<file path="src/rtl/pipeline_control_unit_if.sv">
// Pipeline control bus: ID-stage instruction/flush/flags in, EX/MEM/WB control and stall out.
// master = instruction fetch/branch side, slave = pipeline_control_unit.
interface pipeline_control_unit_if #(
    parameter int RD_W = 4
);
    logic [31:0]     instruction;
    logic            flush;
    logic [3:0]      flags;
    logic [3:0]      ex_alu_op;
    logic            ex_shift_imm;
    logic            ex_load;
    logic            ex_rf_en;
    logic            ex_b_instr;
    logic            mem_rw;
    logic [1:0]      mem_data_size;
    logic            mem_load;
    logic            mem_rf_en;
    logic [RD_W-1:0] mem_rd;
    logic            wb_rf_en;
    logic [RD_W-1:0] wb_rd;
    logic            stall;

    modport master (
        output instruction, flush, flags,
        input  ex_alu_op, ex_shift_imm, ex_load, ex_rf_en, ex_b_instr,
        input  mem_rw, mem_data_size, mem_load, mem_rf_en, mem_rd,
        input  wb_rf_en, wb_rd, stall
    );

    modport slave (
        input  instruction, flush, flags,
        output ex_alu_op, ex_shift_imm, ex_load, ex_rf_en, ex_b_instr,
        output mem_rw, mem_data_size, mem_load, mem_rf_en, mem_rd,
        output wb_rf_en, wb_rd, stall
    );
endinterface

</file>
<file path="src/rtl/pipeline_control_unit.sv">
// ARM-style decode plus EX/MEM/WB control pipeline with load-use stall FSM and branch flush.
// Optional macro PCU_COND_EXEC_EN: squash instructions whose condition field fails against NZCV.
module pipeline_control_unit #(
    parameter int LOAD_USE_BUBBLES = 1,
    parameter int RD_W             = 4
) (
    input logic                    clk,
    input logic                    reset_n,
    pipeline_control_unit_if.slave bus
);
    typedef struct packed {
        logic [3:0]      alu_op;
        logic            shift_imm;
        logic            load;
        logic            rf_en;
        logic            b_instr;
        logic            rw;
        logic [1:0]      data_size;
        logic [RD_W-1:0] rd;
    } ctl_t;

    typedef enum logic {IDLE, STALL} state_t;

    localparam logic [1:0] CNT_INIT = 2'(LOAD_USE_BUBBLES - 1);

    logic [31:0] instr;
    logic        dp, ls, br, is_load, is_store, use_rm, hazard, cond_ok;
    ctl_t        id_ctl, ex_d, ex_q;
    state_t      state_q, state_d;
    logic [1:0]  cnt_q, cnt_d;
    logic        bubble;

    logic            mem_rw_q, mem_load_q, mem_rf_en_q, wb_rf_en_q;
    logic [1:0]      mem_ds_q;
    logic [RD_W-1:0] mem_rd_q, wb_rd_q;

    assign instr    = bus.instruction;
    assign dp       = (instr[27:26] == 2'b00);
    assign ls       = (instr[27:26] == 2'b01);
    assign br       = (instr[27:25] == 3'b101);
    assign is_load  = ls & instr[20];
    assign is_store = ls & ~instr[20];

    always_comb begin
        id_ctl           = '0;
        id_ctl.alu_op    = instr[24:21];
        id_ctl.shift_imm = instr[25];
        id_ctl.load      = is_load;
        id_ctl.b_instr   = br;
        id_ctl.rw        = ~is_store;
        id_ctl.data_size = ls ? {1'b0, instr[22]} : 2'b00;
        // Compare/test opcodes (1000..1011) write no register; BL writes the link register.
        id_ctl.rf_en     = (dp & (instr[24:23] != 2'b10)) | is_load | (br & instr[24]);
        id_ctl.rd        = (br & instr[24]) ? RD_W'(14) : RD_W'(instr[15:12]);
    end

`ifdef PCU_COND_EXEC_EN
    function automatic logic cond_pass(input logic [3:0] c, input logic [3:0] f);
        logic n, z, cy, v;
        {n, z, cy, v} = f;
        case (c)
            4'h0:    cond_pass = z;
            4'h1:    cond_pass = ~z;
            4'h2:    cond_pass = cy;
            4'h3:    cond_pass = ~cy;
            4'h4:    cond_pass = n;
            4'h5:    cond_pass = ~n;
            4'h6:    cond_pass = v;
            4'h7:    cond_pass = ~v;
            4'h8:    cond_pass = cy & ~z;
            4'h9:    cond_pass = ~cy | z;
            4'hA:    cond_pass = (n == v);
            4'hB:    cond_pass = (n != v);
            4'hC:    cond_pass = ~z & (n == v);
            4'hD:    cond_pass = z | (n != v);
            4'hE:    cond_pass = 1'b1;
            default: cond_pass = 1'b0;
        endcase
    endfunction

    assign cond_ok = cond_pass(instr[31:28], bus.flags);
    logic unused_bits;
    assign unused_bits = ^instr[11:4];
`else
    assign cond_ok = 1'b1;
    logic unused_bits;
    assign unused_bits = ^{instr[31:28], instr[11:4], bus.flags};
`endif

    // Rm is only a source register for stores and register-operand data processing.
    assign use_rm = is_store | (dp & ~instr[25]);
    assign hazard = ex_q.load & ex_q.rf_en &
                    ((ex_q.rd == RD_W'(instr[19:16])) | (use_rm & (ex_q.rd == RD_W'(instr[3:0]))));

    always_comb begin
        state_d = state_q;
        cnt_d   = cnt_q;
        bubble  = 1'b0;
        bus.stall = 1'b0;
        if (bus.flush) begin
            bubble  = 1'b1;
            state_d = IDLE;
            cnt_d   = '0;
        end else begin
            case (state_q)
                IDLE: if (hazard) begin
                    bus.stall = 1'b1;
                    bubble    = 1'b1;
                    cnt_d     = CNT_INIT;
                    state_d   = (CNT_INIT != 2'd0) ? STALL : IDLE;
                end
                // Counter holds the bubbles still owed; the one reaching zero ends the stall.
                STALL: begin
                    bus.stall = 1'b1;
                    bubble    = 1'b1;
                    if (cnt_q <= 2'd1) begin
                        state_d = IDLE;
                        cnt_d   = '0;
                    end else begin
                        cnt_d = cnt_q - 2'd1;
                    end
                end
                default: state_d = IDLE;
            endcase
        end
    end

    always_comb begin
        ex_d = id_ctl;
        if (bubble || !cond_ok) ex_d = '0;
    end

    always_ff @(posedge clk or negedge reset_n) begin
        if (!reset_n) begin
            state_q     <= IDLE;
            cnt_q       <= '0;
            ex_q        <= '0;
            ex_q.rw     <= 1'b1;
            mem_rw_q    <= 1'b1;
            mem_ds_q    <= '0;
            mem_load_q  <= 1'b0;
            mem_rf_en_q <= 1'b0;
            mem_rd_q    <= '0;
            wb_rf_en_q  <= 1'b0;
            wb_rd_q     <= '0;
        end else begin
            state_q     <= state_d;
            cnt_q       <= cnt_d;
            ex_q        <= ex_d;
            mem_rw_q    <= ex_q.rw;
            mem_ds_q    <= ex_q.data_size;
            mem_load_q  <= ex_q.load;
            mem_rf_en_q <= ex_q.rf_en;
            mem_rd_q    <= ex_q.rd;
            wb_rf_en_q  <= mem_rf_en_q;
            wb_rd_q     <= mem_rd_q;
        end
    end

    assign bus.ex_alu_op     = ex_q.alu_op;
    assign bus.ex_shift_imm  = ex_q.shift_imm;
    assign bus.ex_load       = ex_q.load;
    assign bus.ex_rf_en      = ex_q.rf_en;
    assign bus.ex_b_instr    = ex_q.b_instr;
    assign bus.mem_rw        = mem_rw_q;
    assign bus.mem_data_size = mem_ds_q;
    assign bus.mem_load      = mem_load_q;
    assign bus.mem_rf_en     = mem_rf_en_q;
    assign bus.mem_rd        = mem_rd_q;
    assign bus.wb_rf_en      = wb_rf_en_q;
    assign bus.wb_rd         = wb_rd_q;
endmodule

</file>
<file path="src/flat_wrapper.sv">
// flat-port wrapper written by rule: the top's interface ports become plain ports
module pipeline_control_unit_flat 
#(
    parameter int LOAD_USE_BUBBLES = 1,
    parameter int RD_W             = 4
)
  (clk, reset_n, bus_instruction, bus_flush, bus_flags, bus_ex_alu_op, bus_ex_shift_imm, bus_ex_load, bus_ex_rf_en, bus_ex_b_instr, bus_mem_rw, bus_mem_data_size, bus_mem_load, bus_mem_rf_en, bus_mem_rd, bus_wb_rf_en, bus_wb_rd, bus_stall);
  pipeline_control_unit_if #(.RD_W(RD_W)) bus_i ();
  input logic clk;
  input logic reset_n;
  input wire logic [$bits(bus_i.instruction)-1:0] bus_instruction;
  input wire logic [$bits(bus_i.flush)-1:0] bus_flush;
  input wire logic [$bits(bus_i.flags)-1:0] bus_flags;
  output wire logic [$bits(bus_i.ex_alu_op)-1:0] bus_ex_alu_op;
  output wire logic [$bits(bus_i.ex_shift_imm)-1:0] bus_ex_shift_imm;
  output wire logic [$bits(bus_i.ex_load)-1:0] bus_ex_load;
  output wire logic [$bits(bus_i.ex_rf_en)-1:0] bus_ex_rf_en;
  output wire logic [$bits(bus_i.ex_b_instr)-1:0] bus_ex_b_instr;
  output wire logic [$bits(bus_i.mem_rw)-1:0] bus_mem_rw;
  output wire logic [$bits(bus_i.mem_data_size)-1:0] bus_mem_data_size;
  output wire logic [$bits(bus_i.mem_load)-1:0] bus_mem_load;
  output wire logic [$bits(bus_i.mem_rf_en)-1:0] bus_mem_rf_en;
  output wire logic [$bits(bus_i.mem_rd)-1:0] bus_mem_rd;
  output wire logic [$bits(bus_i.wb_rf_en)-1:0] bus_wb_rf_en;
  output wire logic [$bits(bus_i.wb_rd)-1:0] bus_wb_rd;
  output wire logic [$bits(bus_i.stall)-1:0] bus_stall;
  assign bus_i.instruction = bus_instruction;
  assign bus_i.flush = bus_flush;
  assign bus_i.flags = bus_flags;
  assign bus_ex_alu_op = bus_i.ex_alu_op;
  assign bus_ex_shift_imm = bus_i.ex_shift_imm;
  assign bus_ex_load = bus_i.ex_load;
  assign bus_ex_rf_en = bus_i.ex_rf_en;
  assign bus_ex_b_instr = bus_i.ex_b_instr;
  assign bus_mem_rw = bus_i.mem_rw;
  assign bus_mem_data_size = bus_i.mem_data_size;
  assign bus_mem_load = bus_i.mem_load;
  assign bus_mem_rf_en = bus_i.mem_rf_en;
  assign bus_mem_rd = bus_i.mem_rd;
  assign bus_wb_rf_en = bus_i.wb_rf_en;
  assign bus_wb_rd = bus_i.wb_rd;
  assign bus_stall = bus_i.stall;
  pipeline_control_unit #(.LOAD_USE_BUBBLES(LOAD_USE_BUBBLES), .RD_W(RD_W)) u_core (.clk(clk), .reset_n(reset_n), .bus(bus_i));
endmodule
</file>
<file path="config.mk">
export PLATFORM = sky130hd
export DESIGN_NAME = pipeline_control_unit_flat
export DESIGN_NICKNAME = d
export VERILOG_FILES = /design/src/rtl/pipeline_control_unit_if.sv /design/src/rtl/pipeline_control_unit.sv /design/src/flat_wrapper.sv
export SDC_FILE = /design/constraint.sdc
export NUM_CORES = 1
export LEC_CHECK = 0
export ABC_AREA = 1
export BUFFER_PORTS_ARGS = -buffer_cell sky130_fd_sc_hd__buf_2
export CAP_MARGIN = 15
export CORE_AREA = 2 2 58 60
export CTS_CLUSTER_DIAMETER = 120
export DETAILED_ROUTE_END_ITERATION = 10
export DIE_AREA = 0 0 60 62
export PLACE_DENSITY_LB_ADDON = 0.15
export SLEW_MARGIN = 20
export SYNTH_ARGS = -nofsm -noshare
export SYNTH_HDL_FRONTEND = slang
export SYNTH_SLANG_ARGS = --single-unit
</file>
<file path="constraint.sdc">
create_clock -name clk -period 1.71 [get_ports clk]
set_input_delay 0.342 -clock clk [delete_from_list [all_inputs] [get_ports clk]]
set_output_delay 0.342 -clock clk [all_outputs]
set_load 0.01 [all_outputs]
</file>
* Word-level counts from Yosys, hierarchy flattened
Index checks and enable logic that the tools add are counted.
** Operators by class
- $lt $le $gt $ge :: 1
- Eq/ne operators :: 6
- Muxes and demuxes :: 14
- Add/subtract/negate cells :: 1
- Bitwise gates (word level) :: 16
- Reductions and logical operators :: 1
** Operator list (number)
- 2-to-1 mux 15 bit :: 1
- bitwise AND 1 bit :: 8
- equality test 4 bit :: 2
- 2-to-1 mux 1 bit :: 6
- 2-to-1 mux 2 bit :: 3
- 2-to-1 mux 4 bit :: 1
- NOT 1 bit :: 4
- bitwise OR 1 bit :: 4
- case mux 1 bit (2 select lines) :: 2
- case mux 2 bit (2 select lines) :: 1
- equality test 3 bit (second input constant) :: 1
- inequality test 3 x 2 -> 1 bit (second input constant) :: 1
- equality test 2 x 1 -> 1 bit (second input constant) :: 1
- less-or-equal comparator 2 x 1 -> 1 bit (second input constant) :: 1
- logical NOT 2 bit :: 1
- inequality test 2 bit (second input constant) :: 1
- subtractor 2 x 1 -> 2 bit (second input constant) :: 1
** Storage, ports and cells
- Flip-flop bits (word level) :: 32

* Longest topological paths before layout
Gate-level depths: netlist of the first run.
- Word-level depth :: 10
- Depth in mapped cells :: 10
- Gate-level depth less buffers :: 9

* Worst setup path before layout of the first run
No wires, ideal clock.
- Kind :: register -> output
- Start point :: register u_core.ex_q[3] (netlist name)
- End point :: output bus_stall
- Data required time :: 1.368 ns
- Arrival time :: 1.039 ns
- Stages on the path, launching flop included :: 7
- Path slack :: 0.329 ns
- Cells stage by stage :: dfrtp_1 -> xor2_1 -> nor2_1 -> nand2_1 -> nand2_1 -> nand2_2 -> a21oi_1
** Between the ends
- Longest elaborated chain between the ends :: 7
** Ends and longest elaborated chain
- start, declared :: RTL line pipeline_control_unit.sv:28 : ctl_t id_ctl, ex_d, ex_q;
- equality test 4 bit :: RTL line pipeline_control_unit.sv:93 : ((ex_q.rd == RD_W'(instr[19:16])) | (use_rm & (ex_q.rd == RD_W'(instr[3:0]))));
- bitwise AND 1 bit :: RTL line pipeline_control_unit.sv:93
- bitwise OR 1 bit (*) :: RTL line pipeline_control_unit.sv:93
- bitwise AND 1 bit (*) :: RTL line pipeline_control_unit.sv:92 : assign hazard = ex_q.load & ex_q.rf_en &
- 2-to-1 mux 1 bit (*) :: RTL line pipeline_control_unit.sv:106 : IDLE: if (hazard) begin
- case mux 1 bit (2 select lines) (*) :: RTL line pipeline_control_unit.sv:105 : case (state_q)
- 2-to-1 mux 1 bit (*) :: RTL line pipeline_control_unit.sv:100 : if (bus.flush) begin
- end, declared :: RTL line flat_wrapper.sv:26 : output wire logic [$bits(bus_i.stall)-1:0] bus_stall;
Mark *: on every way between the ends. The rest lies on a longest branch, timed or not.

* Worst setup path in the final report of the first run
- Start point :: register u_core.ex_q[0] (netlist name)
- End point :: output bus_stall
The elaborated chain is that of the path after synthesis.

==> results of run 1 <==
-- cell usage after synthesis --
| cell type | n | share of area (%) |
|---|---|---|
| nor2_2 | 9 | 4.7 |
| a21oi_1 | 1 | 0.42 |
| nand2_1 | 19 | 5.9 |
| nand2_2 | 1 | 0.52 |
| nand3_1 | 7 | 2.9 |
| buf_4 | 5 | 3.1 |
| buf_12 | 1 | 1.7 |
| conb_1 | 1 | 0.31 |
| nor2_1 | 18 | 5.6 |
| o21ai_0 | 2 | 0.83 |
| dfstp_2 | 2 | 4.4 |
| nor2_4 | 1 | 0.94 |
| dfrtp_1 | 28 | 58 |
| nand2_4 | 1 | 0.94 |
| o21ai_1 | 1 | 0.42 |
| xor2_1 | 4 | 2.9 |
| inv_1 | 18 | 5.6 |
| inv_2 | 1 | 0.31 |
-- final timing paths --
check | startpoint | to | cells past startpoint
worst max-delay path | u_core.ex_q[0] | bus_stall | 9
worst min-delay path | reset_n | u_core.bus.ex_rf_en | 1
worst max register to register | u_core.ex_q[0] | u_core.ex_q[1] | 10
worst min register to register | u_core.ex_q[4] | u_core.bus.mem_data_size[0] | 0
max in group asynchronous | reset_n | u_core.ex_q[4] | 1
min in group clk | bus_flush | u_core.state_q | 2
-- area by class of cell --
cell class | instances | area, sq um | area share, %
clock buffers | 7 | 55.1 | 3.69
clock inverters | 1 | 5.00 | 0.335
inverters | 19 | 71.3 | 4.77
multi-input cells | 65 | 324 | 21.7
flip-flops and latches | 30 | 753 | 50.4
well taps | 46 | 57.6 | 3.85
repair buffers | 45 | 228 | 15.2
-- stage by stage --
step,cell area (sq um),TNS [ns],hold slack (ns)
final,1490,-0.103,0.0338
after global routing,1490,-0.303,0.0700
after CTS,1490,-0.115,0.0457
after detailed placement,1420,0,0.346
after global placement,1420,0,0.333
after floorplan,1200,0,0.0464
-- critical path, cell delays in order (launching register included) --
cell	delay (ns)
dfrtp_1	0.41
inv_1	0.06
nand2_1	0.06
nand2_1	0.06
nor2_2	0.10
nand3_1	0.07
nand2_1	0.07
nand2_2	0.07
a21oi_2	0.10
buf_2	0.13
-- cells by family after synthesis --
group | share of synthesized area, %
buffers and inverters | 10.7
other | 0.313
DFF | 62.8
xor gates and xnor gates | 2.92
and+or+nand+nor | 21.6
AOI/OAI and AO/OA | 1.67
-- layout by cell type, fill, tap and decap left out --
master,n
buf_2,44
dfrtp_1,28
clkinv_2,1
a21oi_2,1
inv_1,18
clkbuf_8,1
inv_2,1
xor2_1,4
dfstp_2,2
nor2_4,1
conb_1,1
nand2_1,19
nand3_1,7
nand2_2,1
o21ai_1,1
nand2_4,1
buf_4,1
clkbuf_1,1
nor2_1,17
clkbuf_4,5
nor2_2,10
o21ai_0,2
-- routing by layer --
layer	wire (um)	GRT usage, %	up-vias
li1	-	-	440
met1	893	15.2	417
met2	1080	21.4	28
met3	176	6.42	4
met4	35	6.67	0
met5	0	0	-
-- power groups by stage --
stage	clock network, mW	logic [mW]	registers, mW
finish	0.431	0.148	0.758
global route	0.476	0.168	0.763
CTS	0.448	0.150	0.759
detailed placement	0	0.149	0.773
global placement	0	0.147	0.771
floorplan	0	0.0738	0.782
-- sequential cells by signal, indices dropped and copies added, names as in the netlist --
register / count
u_core.bus.mem_rw: 1
u_core.bus.mem_rd: 4
u_core.bus.wb_rd: 4
u_core.bus.ex_b_instr: 1
u_core.bus.ex_shift_imm: 1
u_core.ex_q: 6
u_core.bus.wb_rf_en: 1
u_core.bus.mem_rf_en: 1
u_core.bus.mem_load: 1
u_core.bus.ex_alu_op: 4
u_core.bus.ex_load: 1
u_core.bus.mem_data_size: 1
u_core.cnt_q: 2
u_core.state_q: 1
u_core.bus.ex_rf_en: 1
-- repair_timing --
action	in CTS	in global routing
resized for setup	0	2
buffers inserted	1	0
pin swaps	2	1
setup endpoints to repair	1	1
==> results.toml, run 1 <==
[outcome]
status = "finished, violations left"
violations = "negative setup slack"

[synth]
synth_area_per_cell_sq_um = 10.0
ys_seq_area_share_pct = 62.8
yosys_warnings = 0
syn-num-nets = 159
synthCells = 120
ys_types = 18
synth_area_sq_mm = 0.00120
ys_ff_latch = 30

[grt]
antenna_found_initial = 0
track_usage_pct = 13.4
grt_pass1_vias = 839
grt_max_degree = 31
overflow = 0
grt_pass1_wl_um = 3530

[detailed_routing]
vias = 889
drt_wl_total_um = 2190
drtIter0Drc = 7
vias_per_cell = 4.17
wl_per_cell_um = 10.3
drc_errors = 0
drt_pass1_iterations = 2
final_antenna_net_count = 0

[final_layout]
layout-drive-gt1-share_pct = 41.3
stdcell_count = 213
fin_nets = 205
final_util_pct = 47.0
syn_to_final_growth_pct = 24.5
fill_cells = 326
antenna_cells = 0

[clock_tree]
clkSlewWorstSetupHoldPaths_ns = 0.10
cts_tree = "yes"
cts_root_buf = "clkbuf_4"
cts_sinks = 30
clkLatencyLatePin_ns = 0.32
clk_path_buf_depth = 2
hold_buffers = 0
numCtsBuffers = 5
htreeDepth = 2

[power]
p_comb_share_pct = 11.0
power_leakage_nw = 0.866
clkPwrFrac_pct = 32.3
total_power_mw = 1.34
switching_share_pct = 25.0
internal_power_mw = 1.00
peakVddDrop_v = 0.000358
p_seq_share_pct = 56.7
power_density_mw_per_mm2 = 895
power.switching_mw = 0.335

[setup_path]
crit_type = "reg2out"
end_kind = "output port"
worstPathArrival_ns = 1.47
crit_fanout = 4
required_ns = 1.37
worstSetupStartpointType = "flop"
worst-r2r-setup-slack_ns = 0.27

[hold_path]
hold_path.class = "in2async"

[place]
dpl_worst_slack_ns = 0.0697
dpl.hpwl_um = 1660
portBuffers = 44
placedCellCount = 204
gp_congestion = 0.716

[sta]
hold_viol = 0
period_minus_slack_ns = 1.81
max_slew_margin_pct = 56.8
finClkSkew_ns = 0.0118
rsz0062_at_grt = "yes"
setup_viol = 1
max_freq_ghz = 0.551
worst-slew-pin-transition_ns = 0.648
drv_slew = 0
fin_crit_sh_pct = 106
setup_slack_ns = -0.103

[floorplanning]
die_h_um = 62
dieArea_sq_mm = 0.00372
die_w_um = 60
start_util_pct = 37.7
core_area_sq_mm = 0.00318
io-pin-count = 62
rows = 21

[job]
cap_violations = 0
Note: power is estimated with default switching activity, not from simulation.
==> inputs of run 2 (changes only) <==
==> constraint.sdc (replaced) <==
create_clock -name clk -period 1.71 [get_ports clk]
set_input_delay 0.0855 -clock clk [delete_from_list [all_inputs] [get_ports clk]]
set_output_delay 0.0855 -clock clk [all_outputs]
set_load 0.01 [all_outputs]
==> run 2 against run 1 <==
The run now ends clean. Cell count grew 3.8%. Register-to-register slack gained 0.02 ns. First-iteration DRC count grew 86%. Combinational power grew 8%. Hold slack lost 0.014 ns. Critical path depth shrank 2. Power grew 0.83%. Global-route usage grew 0.28 points. Clock-buffer cell count is the same. Largest cell class unchanged.
==> results.toml, run 2 (synthesis results as in run 1) <==
[outcome]
status = "completed"

[clock_tree]
numCtsBuffers = 5
cts_tree = "yes"
cts_sinks = 30
cts_root_buf = "clkbuf_4"
htreeDepth = 2
clkSlewWorstSetupHoldPaths_ns = 0.10
clk_path_buf_depth = 2
clkLatencyLatePin_ns = 0.32

[floorplanning]
die_h_um = 62
core_area_sq_mm = 0.00318
die_w_um = 60
rows = 21
io-pin-count = 62
start_util_pct = 37.7
dieArea_sq_mm = 0.00372

[place]
placedCellCount = 204
portBuffers = 44
post_dp_cell_area_sq_mm = 0.00142
gp_congestion = 0.713
dpl.hpwl_um = 1630

[sta]
fin_crit_sh_pct = 91.7
hold_viol = 0
worst-slew-pin-transition_ns = 0.656
finClkSkew_ns = 0.00901
max_slew_margin_pct = 56.3
period_minus_slack_ns = 1.57
rsz0062_at_grt = "yes"
setup_viol = 0
final.setup.tns_ns = 0
drv_slew = 0
max_freq_ghz = 0.638

[setup_path]
cp-startpoint = "u_core.ex_q[3]"
required_ns = 1.62
crit_fanout = 4
worstPathArrival_ns = 1.48
timing.rr.start = "u_core.ex_q[3]"
crit_type = "reg2out"
end_kind = "output port"
worstSetupStartpointType = "flop"
worst-r2r-setup-slack_ns = 0.29

[final_layout]
fill_cells = 317
largest_register = "u_core.ex_q"
syn_to_final_growth_pct = 31.0
ff_latch_area_sq_um = 753
fin_area_sq_mm = 0.00157
antenna_cells = 0
multi_input_area_sq_um = 322
layout_commonest_cell = "buf_2"
largest_reg_flops = 6
fin_nets = 213
stdcell_count = 221
layout_common_cells = "44 x buf_2, 28 x dfrtp_1, 19 x nand2_1"
layout-drive-gt1-share_pct = 38.9

[grt]
grt_pass1_wl_um = 3640
track_usage_pct = 13.7
antenna_found_initial = 0
grt_max_degree = 31
overflow = 0
grt_pass1_vias = 874

[power]
power.switching_mw = 0.334
clkPwrFrac_pct = 31.9
switching_share_pct = 24.8
peakVddDrop_v = 0.000415
power_density_mw_per_mm2 = 858
total_power_mw = 1.35
p_comb_share_pct = 11.9
internal_power_mw = 1.01
p_seq_share_pct = 56.2
power_leakage_nw = 0.900

[detailed_routing]
wl_per_cell_um = 10.0
final_antenna_net_count = 0
drt_wl_total_um = 2220
vias = 912
drtIter0Drc = 13
drt_pass1_iterations = 2
vias_per_cell = 4.13
drc_errors = 0

[hold_path]
min_from = "bus_instruction[15]"
hold_path.class = "in2reg"

[job]
cap_violations = 0
==> run 2: cell count changes in the layout (fill, tap and decap cells not counted) <==
| cell | change |
|---|---|
| nor2_2 | -1 |
| nor2_1 | +1 |
| dlygate4sd3_1 | +8 |
==> run 2: timing repair <==
item / in CTS / in global routing
buffers inserted: 0 / 1
gates resized for setup: 0 / 1
hold buffers: 8 / 0
endpoints found under the hold margin: 35 / 0
endpoints found under the setup margin: 0 / 1
==> run 2: worst max-delay path, cell delays in order (launching register included) <==
cell and delay, ns:
dfrtp_1 0.43, xor2_1 0.15, nor2_1 0.10, nand2_1 0.06
nand2_1 0.07, nand2_2 0.08, a21oi_2 0.13, buf_2 0.14
==> run 2: power groups by stage <==
stage / logic [mW] / clock network [mW] / registers (mW)
final: 0.160 / 0.430 / 0.758
after global routing: 0.183 / 0.483 / 0.762
after CTS: 0.164 / 0.451 / 0.759
after detailed placement: 0.149 / 0 / 0.773
after global placement: 0.147 / 0 / 0.771
after floorplan: 0.0738 / 0 / 0.782
==> run 2: through the flow <==
| stage | worst slack [ns] | util, % | hold WS, ns |
|---|---|---|---|
| final | 0.142 | 49.4 | 0.0199 |
| after global routing | -0.0385 | 49.4 | 0.0120 |
| after CTS | 0.0901 | 49.1 | 0.000604 |
| after detailed placement | 0.395 | 44.7 | 0.155 |
| after global placement | 0.395 | 44.7 | 0.146 |
| after floorplan | 0.522 | - | -0.210 |
==> run 2: per-layer routing <==
layer / GRT usage [%] / vias to the layer above / wire length (um) / share of wire [%]
li1: - / 456 / - / -
met4: 8.57 / 0 / 26 / 1.2
met5: 0 / - / 0 / 0
met2: 23.0 / 30 / 1160 / 52
met3: 4.35 / 4 / 122 / 5.5
met1: 15.2 / 422 / 907 / 41
==> run 2: final timing paths <==
path / endpoint / depth (start not counted)
min in group asynchronous: u_core.bus.ex_rf_en / 2
setup / recovery: bus_stall / 7
hold / removal: u_core.ex_q[3] / 3
setup reg to reg: u_core.ex_q[1] / 8
hold reg to reg: u_core.bus.mem_rw / 0
max in group asynchronous: u_core.ex_q[1] / 2
==> run 2: area by class of cell <==
| cell class | instances | area share (%) |
|---|---|---|
| Tap cell | 46 | 3.66 |
| Clock buffer | 7 | 3.50 |
| Inverter | 19 | 4.54 |
| Sequential cell | 30 | 47.9 |
| Multi-Input combinational cell | 65 | 20.5 |
| Clock inverter | 1 | 0.318 |
| Timing Repair Buffer | 53 | 19.6 |
